<file path="src/rtl/updown_key_counter.sv">
// updown_key_counter: two-button up/down counter with sync, debounce,
// press-edge detect, wrap/saturate limits, parallel load and LED flags.
// Ports: CLOCK_50, RESET_N (async, low), tick (debounce sample enable),
//        inc_n/dec_n (active-low buttons), load/load_value (sync load),
//        count, odd, at_min, at_max, wrapped (pulse after a wrap).
module updown_key_counter #(
   parameter int WIDTH          = 4,
   parameter int MAX_VALUE      = (2**WIDTH)-1,
   parameter int DEBOUNCE_TICKS = 4,
   parameter bit SATURATE       = 1'b0
) (
   input  logic             CLOCK_50,
   input  logic             RESET_N,
   input  logic             tick,
   input  logic             inc_n,
   input  logic             dec_n,
   input  logic             load,
   input  logic [WIDTH-1:0] load_value,
   output logic [WIDTH-1:0] count,
   output logic             odd,
   output logic             at_min,
   output logic             at_max,
   output logic             wrapped
);

   localparam int CW = $clog2(DEBOUNCE_TICKS + 1);
   localparam logic [CW-1:0] LAST = CW'(DEBOUNCE_TICKS - 1);
   localparam logic [WIDTH-1:0] MAX = WIDTH'(MAX_VALUE);

   // index 0 = increment button, index 1 = decrement button
   logic [1:0]    btn;
   logic [1:0]    s1;
   logic [1:0]    s2;
   logic [1:0]    stable;
   logic [1:0]    prev;
   logic [1:0]    armed;
   logic [1:0]    warm;
   logic [1:0]    pe;
   logic [CW-1:0] cnt [2];

   logic do_load;
   logic do_inc;
   logic do_dec;

   assign btn = {dec_n, inc_n};

   always_ff @(posedge CLOCK_50 or negedge RESET_N) begin
      if (!RESET_N) begin
         s1     <= 2'b11;
         s2     <= 2'b11;
         stable <= 2'b11;
         prev   <= 2'b11;
         armed  <= 2'b00;
         warm   <= 2'b00;
         for (int i = 0; i < 2; i++) cnt[i] <= '0;
      end else begin
         s1   <= btn;
         s2   <= s1;
         prev <= stable;
         warm <= {warm[0], 1'b1};
         for (int i = 0; i < 2; i++) begin
            // A button must be seen released after reset before its
            // presses count, so a button held through reset is ignored.
            if (warm[1] && s2[i]) armed[i] <= 1'b1;
            if (s2[i] == stable[i]) begin
               cnt[i] <= '0;
            end else if (tick) begin
               if (cnt[i] == LAST) begin
                  stable[i] <= s2[i];
                  cnt[i]    <= '0;
               end else begin
                  cnt[i] <= cnt[i] + CW'(1);
               end
            end
         end
      end
   end

   // press = stable level went released (1) -> pressed (0)
   assign pe = armed & prev & ~stable;

   assign do_load = load;
   assign do_inc  = !load && pe[0] && !pe[1];
   assign do_dec  = !load && pe[1] && !pe[0];

   always_ff @(posedge CLOCK_50 or negedge RESET_N) begin
      if (!RESET_N) begin
         count   <= '0;
         wrapped <= 1'b0;
      end else begin
         wrapped <= 1'b0;
         unique case (1'b1)
            do_load: begin
               count <= (load_value > MAX) ? MAX : load_value;
            end
            do_inc: begin
               // limit compare first so no out-of-range value is formed
               if (count >= MAX) begin
                  if (!SATURATE) begin
                     count   <= '0;
                     wrapped <= 1'b1;
                  end
               end else begin
                  count <= count + WIDTH'(1);
               end
            end
            do_dec: begin
               if (count == '0) begin
                  if (!SATURATE) begin
                     count   <= MAX;
                     wrapped <= 1'b1;
                  end
               end else begin
                  count <= count - WIDTH'(1);
               end
            end
            default: ;
         endcase
      end
   end

   assign odd    = count[0];
   assign at_min = (count == '0);
   assign at_max = (count == MAX);

endmodule

</file>
<file path="config.mk">
export PLATFORM = sky130hd
export DESIGN_NAME = updown_key_counter
export DESIGN_NICKNAME = d
export VERILOG_FILES = /design/src/rtl/updown_key_counter.sv
export SDC_FILE = /design/constraint.sdc
export NUM_CORES = 1
export LEC_CHECK = 0
export ABC_AREA = 1
export BUFFER_PORTS_ARGS = -buffer_cell sky130_fd_sc_hd__buf_2
export CORE_UTILIZATION = 50
export CTS_CLUSTER_DIAMETER = 100
export CTS_CLUSTER_SIZE = 40
export DETAILED_ROUTE_END_ITERATION = 8
export PLACE_DENSITY = 0.74
export SLEW_MARGIN = 5
export SYNTH_ARGS = -nofsm -noshare
export SYNTH_HDL_FRONTEND = slang
export SYNTH_SLANG_ARGS = --single-unit
</file>
<file path="constraint.sdc">
create_clock -name CLOCK_50 -period 1.3 [get_ports CLOCK_50]
set_input_delay 0.065 -clock CLOCK_50 [delete_from_list [all_inputs] [get_ports CLOCK_50]]
set_output_delay 0.065 -clock CLOCK_50 [all_outputs]
set_load 0.02 [all_outputs]
</file>
Yosys cells after proc, flatten, opt, wreduce, memory -nomap -nowiden
Cells that the tools add are included.
- register bits: 23
- bits of input ports: 10
- output and inout bits: 8
- word-level logic and storage cells: 56
- mux-type cells: 13
- magnitude comparators: 2
- add/subtract/negate cells: 4
- reductions and logical operators: 15
- bitwise logic cells: 5
- eq/ne operators: 5
- operator list (operator ; count):
    $mux W3 ; 6
    $mux W4 ; 3
    $pmux W4 S3 ; 1
    $add A3 B1 Y3 const B ; 2
    $eq A3 B2 Y1 const B ; 2
    $logic_and A1 B1 Y1 ; 6
    $reduce_and A3 Y1 ; 2
    $add A4 B1 Y4 const B ; 1
    $and A2 B2 Y2 ; 2
    $eq A4 B4 Y1 const B ; 1
    $ge A4 B4 Y1 const B ; 1
    $gt A4 B4 Y1 const B ; 1
    $logic_not A4 Y1 ; 1
    $reduce_bool A2 Y1 ; 2
    $sub A4 B1 Y4 const B ; 1
    $logic_not A1 Y1 ; 3
    $reduce_bool A3 Y1 ; 1
    $eq A1 B1 Y1 ; 2
    $mux W1 ; 2
    $not A1 Y1 ; 2
    $not A2 Y2 ; 1
    $pmux W1 S2 ; 1

Logic depth before layout (Yosys ltp)
Gate-level depths: netlist of the first run.
- word-level depth: 5
- depth in mapped cells: 10
- gate-level depth less buffers: 10

Worst setup path after synthesis of the first run
No wires, ideal clock.
- path kind: flip-flop to flip-flop
- from: register count[0]
- to: register count[0]
- slack: -0.224 ns
- arrival time: 1.451 ns
- path buffers: 0
- stages on the path, launching flop included: 9
- required time: 1.227 ns
- setup time: 0.073 ns
- clock period less this slack: 1.524 ns
- cells stage by stage: dfrtp_1 -> inv_1 -> ha_1 -> nand2_2 -> nor2_2 -> nor2_1 -> nor2_1 -> nor2_1 -> a21oi_2
- cells in the longest elaborated chain, start to end: 3
- elaborated cells between the ends (all ways): 7
- classes of those cells: add/sub: 2; order compare: 1; mux: 3; reduce/logical: 1
- ends and longest elaborated chain (item ; line ; source):
    from (decl) ; 19 ; output logic [WIDTH-1:0] count,
    from (signal assigned) ; 94 ; count <= (load_value > MAX) ? MAX : load_value;
    from (signal assigned) ; 104 ; count <= count + WIDTH'(1);
    from (signal assigned) ; 114 ; count <= count - WIDTH'(1);
    $logic_not A4 Y1 ; -- ;
    via at_min ; 21 ; output logic at_min,
    $mux W4 ; 108 ; if (count == '0) begin
    $pmux W4 S3 ; 92 ; unique case (1'b1)
The timed path passes the listed nets, and every way through them passes these cells.
A chain may end at the register's enable or synchronous reset.

Worst setup path in the final report of the first run
- from: register count[0]
- to: output at_max
- cells in the longest elaborated chain, start to end: 1
- ends and longest elaborated chain (item ; line ; source):
    $eq A4 B4 Y1 ; 124 ; assign at_max = (count == MAX);
    to (decl) ; 22 ; output logic at_max,
Every way passes these cells.

==> results of run 1 <==
-- cells in the mapped netlist, types with 2 or more instances --
master	count	share of area
o31ai_2	2	0.021
inv_1	13	0.040
nand3_4	2	0.029
o21ai_0	7	0.029
nor2_2	3	0.015
ha_1	4	0.041
nor2_1	19	0.058
a21oi_1	3	0.012
nor3_1	3	0.012
dfrtp_1	15	0.31
nand3_1	13	0.053
inv_2	3	0.0092
nand3_2	3	0.025
dfstp_2	8	0.17
o211ai_1	2	0.012
nand2_1	27	0.083
xor2_2	2	0.027
-- state kept, by name (all words and copies together), names as in the netlist --
register  cells
cnt           6
warm          2
prev          2
count         4
stable        2
s1            2
s2            2
wrapped       1
armed         2
-- tightest hold or removal path, stage by stage --
cell and delay (ns):
buf_2 0.07, o211ai_1 0.08, a21oi_2 0.13
-- what timing repair did --
item                                   in CTS  in global routing
endpoints found under the hold margin      18                  0
hold buffers                                4                  0
pin swaps                                   4                  9
gates resized for setup                    14                 16
setup endpoints to repair                   4                 10
gates cloned                                0                  0
setup buffers                               4                  3
-- power by group --
part | total, mW | switching, mW | internal (mW)
sequential | 1.23 | 0.269 | 0.965
clock | 0.328 | 0.210 | 0.117
combinational | 1.83 | 1.06 | 0.770
total | 3.39 | 1.54 | 1.85
-- path summary, 6_finish.rpt --
kind                                     from        to  slack, ns  cells past startpoint
min in group asynchronous             RESET_N    cnt[2]       0.22                      2
worst max-delay path                 count[0]    at_max      -0.08                      6
worst min-delay path            load_value[0]  count[0]       0.07                      3
max in group asynchronous             RESET_N   prev[0]       0.71                      2
worst max register to register       count[0]  count[0]      -0.02                      9
worst min register to register        warm[0]   warm[1]       0.37                      0
-- through the flow --
step	worst slack (ns)	util	TNS, ns	hold WS, ns
floorplan	-0.0161	-	-0.0161	-0.231
global placement	0.0295	0.605	0	0.0543
detailed placement	0.0107	0.605	0	0.0625
CTS	-0.0811	0.667	-0.180	0.0398
global route	-0.152	0.703	-0.628	0.0674
finish	-0.0807	0.703	-0.176	0.0721
-- area by class of cell --
class | instances | area [µm²]
inverter | 17 | 67.6
timing repair buffer | 29 | 205
tap | 28 | 35.0
fill | 171 | 671
sequential | 23 | 588
clock inverter | 1 | 7.51
clock buffer | 3 | 22.5
multi-input combinational | 96 | 658
-- per-layer routing --
| layer | wire (µm) | GRT usage |
|---|---|---|
| met5 | 0 | 0 |
| met4 | 23 | 0.0946 |
| met1 | 1120 | 0.262 |
| met2 | 1200 | 0.318 |
| met3 | 86 | 0.0565 |
-- cell families after synthesis --
family / after synthesis / synth area share
and+or+nand+nor: 72 / 0.286
AOI/OAI and AO/OA: 17 / 0.0944
other: 1 / 0.00307
adders and majority gates: 4 / 0.0410
DFF: 23 / 0.480
xor gates and xnor gates: 2 / 0.0267
buffers and inverters: 19 / 0.0687
==> flow_summary.yaml, run 1 <==
power_and_ir_drop:
  total_power_mw: 3.39
  p_per_area_nw_per_um2: 2140
  p_leak_nw: 0.756
  ir_drop_v: 0.00156
critical_path:
  cp_cell_sequence: "ha_4, nand2_2, inv_2, nand2_2, inv_2, buf_6"
  crit_path_max_fanout: 5
  worstPathRequired_ns: 1.24
  cp.arrival_ns: 1.32
  crit_slowest_cell: "dfrtp_2"
  max_stage_delay_ns: 0.48
  endpoint_kind: "output port"
  critPathBufInv: 3
  crit_type: "reg2out"
  cp_top_family: "flip-flops"
  start_kind: "register"
sta:
  fin_worst_skew_ns: 0.0102
  fin_crit_ns: 1.38
  hold_viol: 0
  min_period_over_period: 1.06
  rsz0062_at_grt: "true"
  layout_setup_ws_ns: -0.0807
  finalSetupViolCount: 4
  timing.fmax_ghz: 0.724
  slew_violations: 0
clock_tree:
  cts-root-buf: "clkbuf_4"
  cts_sinks: 23
  cts_buffers: 3
  htree_levels: 1
  clk_latency_ns: 0.31
  clockBufferDepth: 2
  cts_tree: "yes"
  clkTransAtPathRegs_ns: 0.13
detailed_routing:
  routed-via-count: 1017
  first_iter_violations: 19
  post_drt_wl_per_cell_um: 12.3
  routed_wl_um: 2420
  drc: 0
  detail_route.first_pass.iterations: 4
  antenna_left: 0
  vias_per_cell: 5.16
floorplan:
  start_util: 0.541
  die_h_um: 51.4
  coreArea_um2: 2250
  design.die.area_um2: 2640
  rows: 17
  fp.dieW_um: 51.4
  num_io_pins: 18
synthesis:
  ys_seq_area_frac: 0.480
  ys_ff_latch: 23
  synth_cells: 138
  synthFlopType: "dfrtp_1"
  yosysWarnings: 0
  synth.distinct_cells: 26
  synthArstFlopShare: 1.00
  syn_area_um2: 1220
  avgSynthCellArea_um2: 8.84
  synth_nets: 152
  synth_edf_count: 0
run:
  maxCapViolCount: 0
layout:
  design_area_um2: 1580
  nNetsFinal: 184
  area_growth_pct: 29.8
  final_cells: 197
  drive_above_1_share: 0.456
  final_cell_mix: "18 x nand2_1, 18 x nor2_1, 15 x buf_2"
  n_antenna_cell: 0
outcome:
  status: "finished with violations"
  violations: "setup timing"
global_route:
  grt_usage: 0.205
  grt_max_degree: 24
  antenna_found_initial: 0
  grt_pass1_wl_um: 3910
  grt_pass1_vias: 910
  globalRouteOverflowTotal: 0
place:
  place.detailed.hpwl_um: 1680
  gp_congestion: 0.829
  io_buffer_count: 17
  place_area_um2: 1360
  dpl.cell_count: 183
hold_path:
  hold_path_class: "in2reg"
Power figures use the tool's default switching activity.
==> run 2, diff against run 1 <==
==> constraint.sdc (replaced) <==
create_clock -name CLOCK_50 -period 1.3 [get_ports CLOCK_50]
set_input_delay 0.195 -clock CLOCK_50 [delete_from_list [all_inputs] [get_ports CLOCK_50]]
set_output_delay 0.195 -clock CLOCK_50 [all_outputs]
set_load 0.02 [all_outputs]
==> run 2 against run 1 <==
The run still ends with setup timing left. Critical endpoint unchanged. Critical path depth did not move. Cell count rose by 3.0%. Largest power group unchanged. Power rose by 12%. Non-clock buffer count rose by 6. Critical path type unchanged. Register-to-register slack got worse by 0.07 ns. Utilization rose by 3.9 points. Sequential share of layout area fell by 1.8 points.
==> flow_summary.yaml, run 2 (synthesis results as in run 1) <==
critical_path:
  crit_slowest_cell: "dfrtp_2"
  crit_type: "reg2out"
  r2r_start: "count[0]"
  endpoint_kind: "output port"
  critPathBufInv: 3
  regToRegSetupSlack_ns: -0.09
  cp.arrival_ns: 1.32
  crit_path_max_fanout: 3
  max_stage_delay_ns: 0.47
  r2r_end: "count[0]"
  cp_cell_sequence: "ha_4, nand2_4, inv_4, nand2_2, inv_2, buf_6"
  cp_top_family: "flip-flops"
  start_kind: "register"
  worstPathRequired_ns: 1.11
  reg2reg_depth: 9
power_and_ir_drop:
  p_per_area_nw_per_um2: 2280
  pwr-share-comb: 0.581
  p_leak_nw: 0.792
  intPower_mw: 2.08
  ir_drop_v: 0.00177
  power.share.clock: 0.090
  p_seq_frac: 0.329
  p_switching_mw: 1.73
  swShare: 0.454
sta:
  hold_viol: 0
  finalSetupViolCount: 7
  fin_worst_skew_ns: 0.00631
  timing.fmax_ghz: 0.660
  layout_setup_ws_ns: -0.216
  slew_headroom: 0.662
  min_period_over_period: 1.17
  tightest_slew_ns: 0.508
  slew_violations: 0
  rsz0062_at_grt: "true"
  fin_crit_ns: 1.52
  setup-tns-final_ns: -0.876
place:
  io_buffer_count: 17
  gp_congestion: 0.824
  dpl.cell_count: 183
  place.detailed.hpwl_um: 1740
layout:
  reg_top3: "cnt x6, count x4"
  nNetsFinal: 190
  layout_commonest_cell: "nand2_1"
  final_cell_mix: "18 x nand2_1, 15 x nor2_1, 14 x buf_4"
  area_growth_pct: 37.0
  drive_above_1_share: 0.520
  regMostFlops: "cnt"
  n_antenna_cell: 0
  final_cells: 203
  largest_reg_flops: 6
clock_tree:
  htree_levels: 1
  cts_buffers: 3
  cts_sinks: 23
  clockBufferDepth: 2
  cts-root-buf: "clkbuf_4"
  clk_latency_ns: 0.32
  cts_tree: "yes"
  clkTransAtPathRegs_ns: 0.13
floorplan:
  start_util: 0.541
  num_io_pins: 18
  die_h_um: 51.4
  fp.dieW_um: 51.4
  rows: 17
  coreArea_um2: 2250
  design.die.area_um2: 2640
global_route:
  grt_pass1_wl_um: 4290
  globalRouteOverflowTotal: 0
  antenna_found_initial: 0
  grt_usage: 0.221
  grt_max_degree: 24
  grt_pass1_vias: 993
detailed_routing:
  routed-via-count: 1095
  drc: 0
  post_drt_wl_per_cell_um: 14.5
  detail_route.first_pass.iterations: 4
  first_iter_violations: 26
  routed_wl_um: 2940
  antenna_left: 0
  vias_per_cell: 5.39
hold_path:
  hold_depth: 2
  min_to: "cnt[2]"
  hp-start: "tick"
  hold_path_class: "in2reg"
outcome:
  violations: "setup timing"
  status: "finished with violations"
run:
  maxCapViolCount: 0
-- run 2: cell type report --
type	count	area [µm²]
tap	28	35.0
fill	167	583
timing repair buffer	35	263
multi-input combinational	96	683
clock buffer	3	22.5
inverter	17	70.1
sequential	23	591
clock inverter	1	7.51
-- run 2: worst max-delay path by stage --
stage / start / endpoint / slack, ns / cells past startpoint
detailed placement: prev[0] / count[3] / -0.006 / 7
CTS: count[0] / at_max / -0.19 / 6
floorplan: count[0] / count[0] / -0.02 / 8
global route: count[0] / at_max / -0.27 / 6
finish: count[0] / at_max / -0.22 / 6
global placement: prev[0] / count[2] / 0.04 / 7
-- run 2: through the flow --
stage | cell area [µm²] | worst slack [ns] | total power, mW | hold slack, ns | util
floorplan | 1250 | -0.0161 | 2.31 | -0.101 | -
global placement | 1360 | 0.0358 | 2.59 | 0.181 | 0.605
detailed placement | 1360 | -0.00584 | 2.66 | 0.189 | 0.605
CTS | 1550 | -0.194 | 3.30 | 0.121 | 0.687
global route | 1670 | -0.274 | 4.10 | 0.135 | 0.741
finish | 1670 | -0.216 | 3.81 | 0.150 | 0.741
-- run 2: power by group through the flow --
stage	Sequential, mW	Combinational, mW	Clock [mW]
2_1_floorplan	1.26	1.05	0
3_3_place_gp	1.21	1.39	0
3_5_place_dp	1.22	1.44	0
4_1_cts	1.22	1.73	0.354
5_1_grt	1.28	2.44	0.381
6_report	1.25	2.21	0.341
-- run 2: per-layer routing --
layer	vias up	wire, µm	global-route usage
met2	45	1520	0.364
li1	519	-	-
met5	-	0	0
met3	2	168	0.0655
met1	529	1250	0.284
met4	0	5	0.0541
-- run 2: what timing repair did --
action | 4_1_cts | 5_1_grt
pin swaps | 9 | 12
setup buffers | 9 | 5
hold buffers | 3 | 0
gates resized for setup | 18 | 28
hold endpoints to repair | 17 | 0
endpoints found under the setup margin | 5 | 15
==> run 3, diff against run 2 <==
TNS_END_PERCENT = 100   (was default)
clock period = 1.34 ns   (was 1.3 ns; I/O delays follow)
==> run 3 against run 2 <==
The flow still finishes with violations (setup timing). Wire length shrank 10%. Critical path depth is the same. Combinational power shrank 19%. Critical path type unchanged. Register-to-register slack is essentially flat. Largest cell class unchanged. Count of clock-buffer cells in the layout is the same. Cell count shrank 1.5%. Clock skew shrank 0.0015 ns. First-iteration DRC count grew 19%.
==> flow_summary.yaml, run 3 (synthesis results as in run 1) <==
layout:
  design_area_um2: 1580
  final_cell_mix: "23 x nand2_1, 18 x nor2_1, 15 x buf_2"
  reg_top3: "cnt x6, count x4"
  n_antenna_cell: 0
  largest_reg_flops: 6
  regMostFlops: "cnt"
  seqCellArea_um2: 589
  drive_above_1_share: 0.448
  nNetsFinal: 187
  n_fill_cell: 175
  layout_commonest_cell: "nand2_1"
  area_growth_pct: 29.1
  multiInputGateArea_um2: 632
clock_tree:
  cts_buffers: 3
  clkTransAtPathRegs_ns: 0.13
  clk_latency_ns: 0.31
  cts_tree: "yes"
  cts_sinks: 23
  cts-root-buf: "clkbuf_4"
  htree_levels: 1
  clockBufferDepth: 2
global_route:
  grt_pass1_wl_um: 4190
  antenna_found_initial: 0
  grt_pass1_vias: 977
  globalRouteOverflowTotal: 0
  grt_max_degree: 24
  grt_usage: 0.214
outcome:
  status: "finished with violations"
  violations: "setup timing"
detailed_routing:
  routed-via-count: 1059
  first_iter_violations: 31
  antenna_left: 0
  detail_route.first_pass.iterations: 4
  vias_per_cell: 5.30
  routed_wl_um: 2640
  post_drt_wl_per_cell_um: 13.2
  drc: 0
floorplan:
  rows: 17
  num_io_pins: 18
  start_util: 0.541
  die_h_um: 51.4
  design.die.area_um2: 2640
  fp.dieW_um: 51.4
  coreArea_um2: 2250
critical_path:
  critPathBufInv: 3
  cp_cell_sequence: "ha_4, nand2_2, inv_2, nand2_2, inv_2, buf_6"
  start_kind: "register"
  cp.arrival_ns: 1.31
  crit_type: "reg2out"
  cp_top_family: "flip-flops"
  crit_slowest_cell: "dfrtp_2"
  worstPathRequired_ns: 1.14
  endpoint_kind: "output port"
  max_stage_delay_ns: 0.48
  crit_path_max_fanout: 4
power_and_ir_drop:
  total_power_mw: 3.34
  p_leak_nw: 0.759
  ir_drop_v: 0.00181
  p_per_area_nw_per_um2: 2120
sta:
  min_period_over_period: 1.13
  fin_crit_ns: 1.51
  fin_worst_skew_ns: 0.00486
  rsz0062_at_grt: "true"
  layout_setup_ws_ns: -0.168
  finalSetupViolCount: 5
  slew_violations: 0
  setup-tns-final_ns: -0.421
  hold_viol: 0
  timing.fmax_ghz: 0.663
place:
  place.detailed.hpwl_um: 1660
  io_buffer_count: 17
  place_area_um2: 1350
  gp_congestion: 0.899
  dp_slack_ns: 0.0292
hold_path:
  hold_path_class: "in2reg"
run:
  maxCapViolCount: 0
## run 3: cell count changes in the layout (fill, tap and decap cells not counted), sizes merged
| cell | delta |
|---|---|
| buf | -3 |
## run 3: where the power goes
group / switching, mW / leakage, nW / total, mW / internal (mW)
logic: 1.00 / 0.483 / 1.78 / 0.781
registers: 0.286 / 0.262 / 1.23 / 0.940
clock network: 0.215 / 0.0139 / 0.329 / 0.114
total: 1.50 / 0.759 / 3.34 / 1.84
## run 3: layout make-up
cell class                      count  share of cell area
Multi-Input combinational cell     96               0.401
Clock buffer                        3              0.0143
Clock inverter                      1             0.00477
Sequential cell                    23               0.374
Timing Repair Buffer               32               0.141
Inverter                           17              0.0429
Tap cell                           28              0.0222
## run 3: path summary, 6_finish.rpt
check / cells after the start / end / slack [ns] / startpoint
min in group asynchronous: 2 / cnt[1] / 0.36 / RESET_N
worst min register to register: 0 / warm[1] / 0.36 / warm[0]
worst max register to register: 10 / count[0] / -0.08 / count[0]
worst max-delay path: 6 / at_max / -0.17 / count[0]
worst min-delay path: 2 / cnt[5] / 0.15 / tick
max in group asynchronous: 2 / count[0] / 0.62 / RESET_N
## run 3: through the flow
| step | util | hold slack, ns | std cells |
|---|---|---|---|
| 2_1_floorplan | - | -0.0946 | 138 |
| 3_3_place_gp | 0.599 | 0.188 | 182 |
| 3_5_place_dp | 0.599 | 0.195 | 182 |
| 4_1_cts | 0.665 | 0.132 | 196 |
| 5_1_grt | 0.699 | 0.146 | 200 |
| 6_report | 0.699 | 0.145 | 200 |
## run 3: what timing repair did
item | CTS | global route
hold endpoints to repair | 17 | 0
resized for setup | 12 | 13
hold buffers | 3 | 0
endpoints found under the setup margin | 2 | 8
buffers inserted | 7 | 4
pin swaps | 4 | 10
## run 3: layer usage
metal / up-vias / track usage / share of wire
li1: 517 / - / -
met1: 503 / 0.272 / 0.43
met2: 35 / 0.366 / 0.51
met3: 4 / 0.0268 / 0.035
met4: 0 / 0.0856 / 0.017
met5: - / 0 / 0
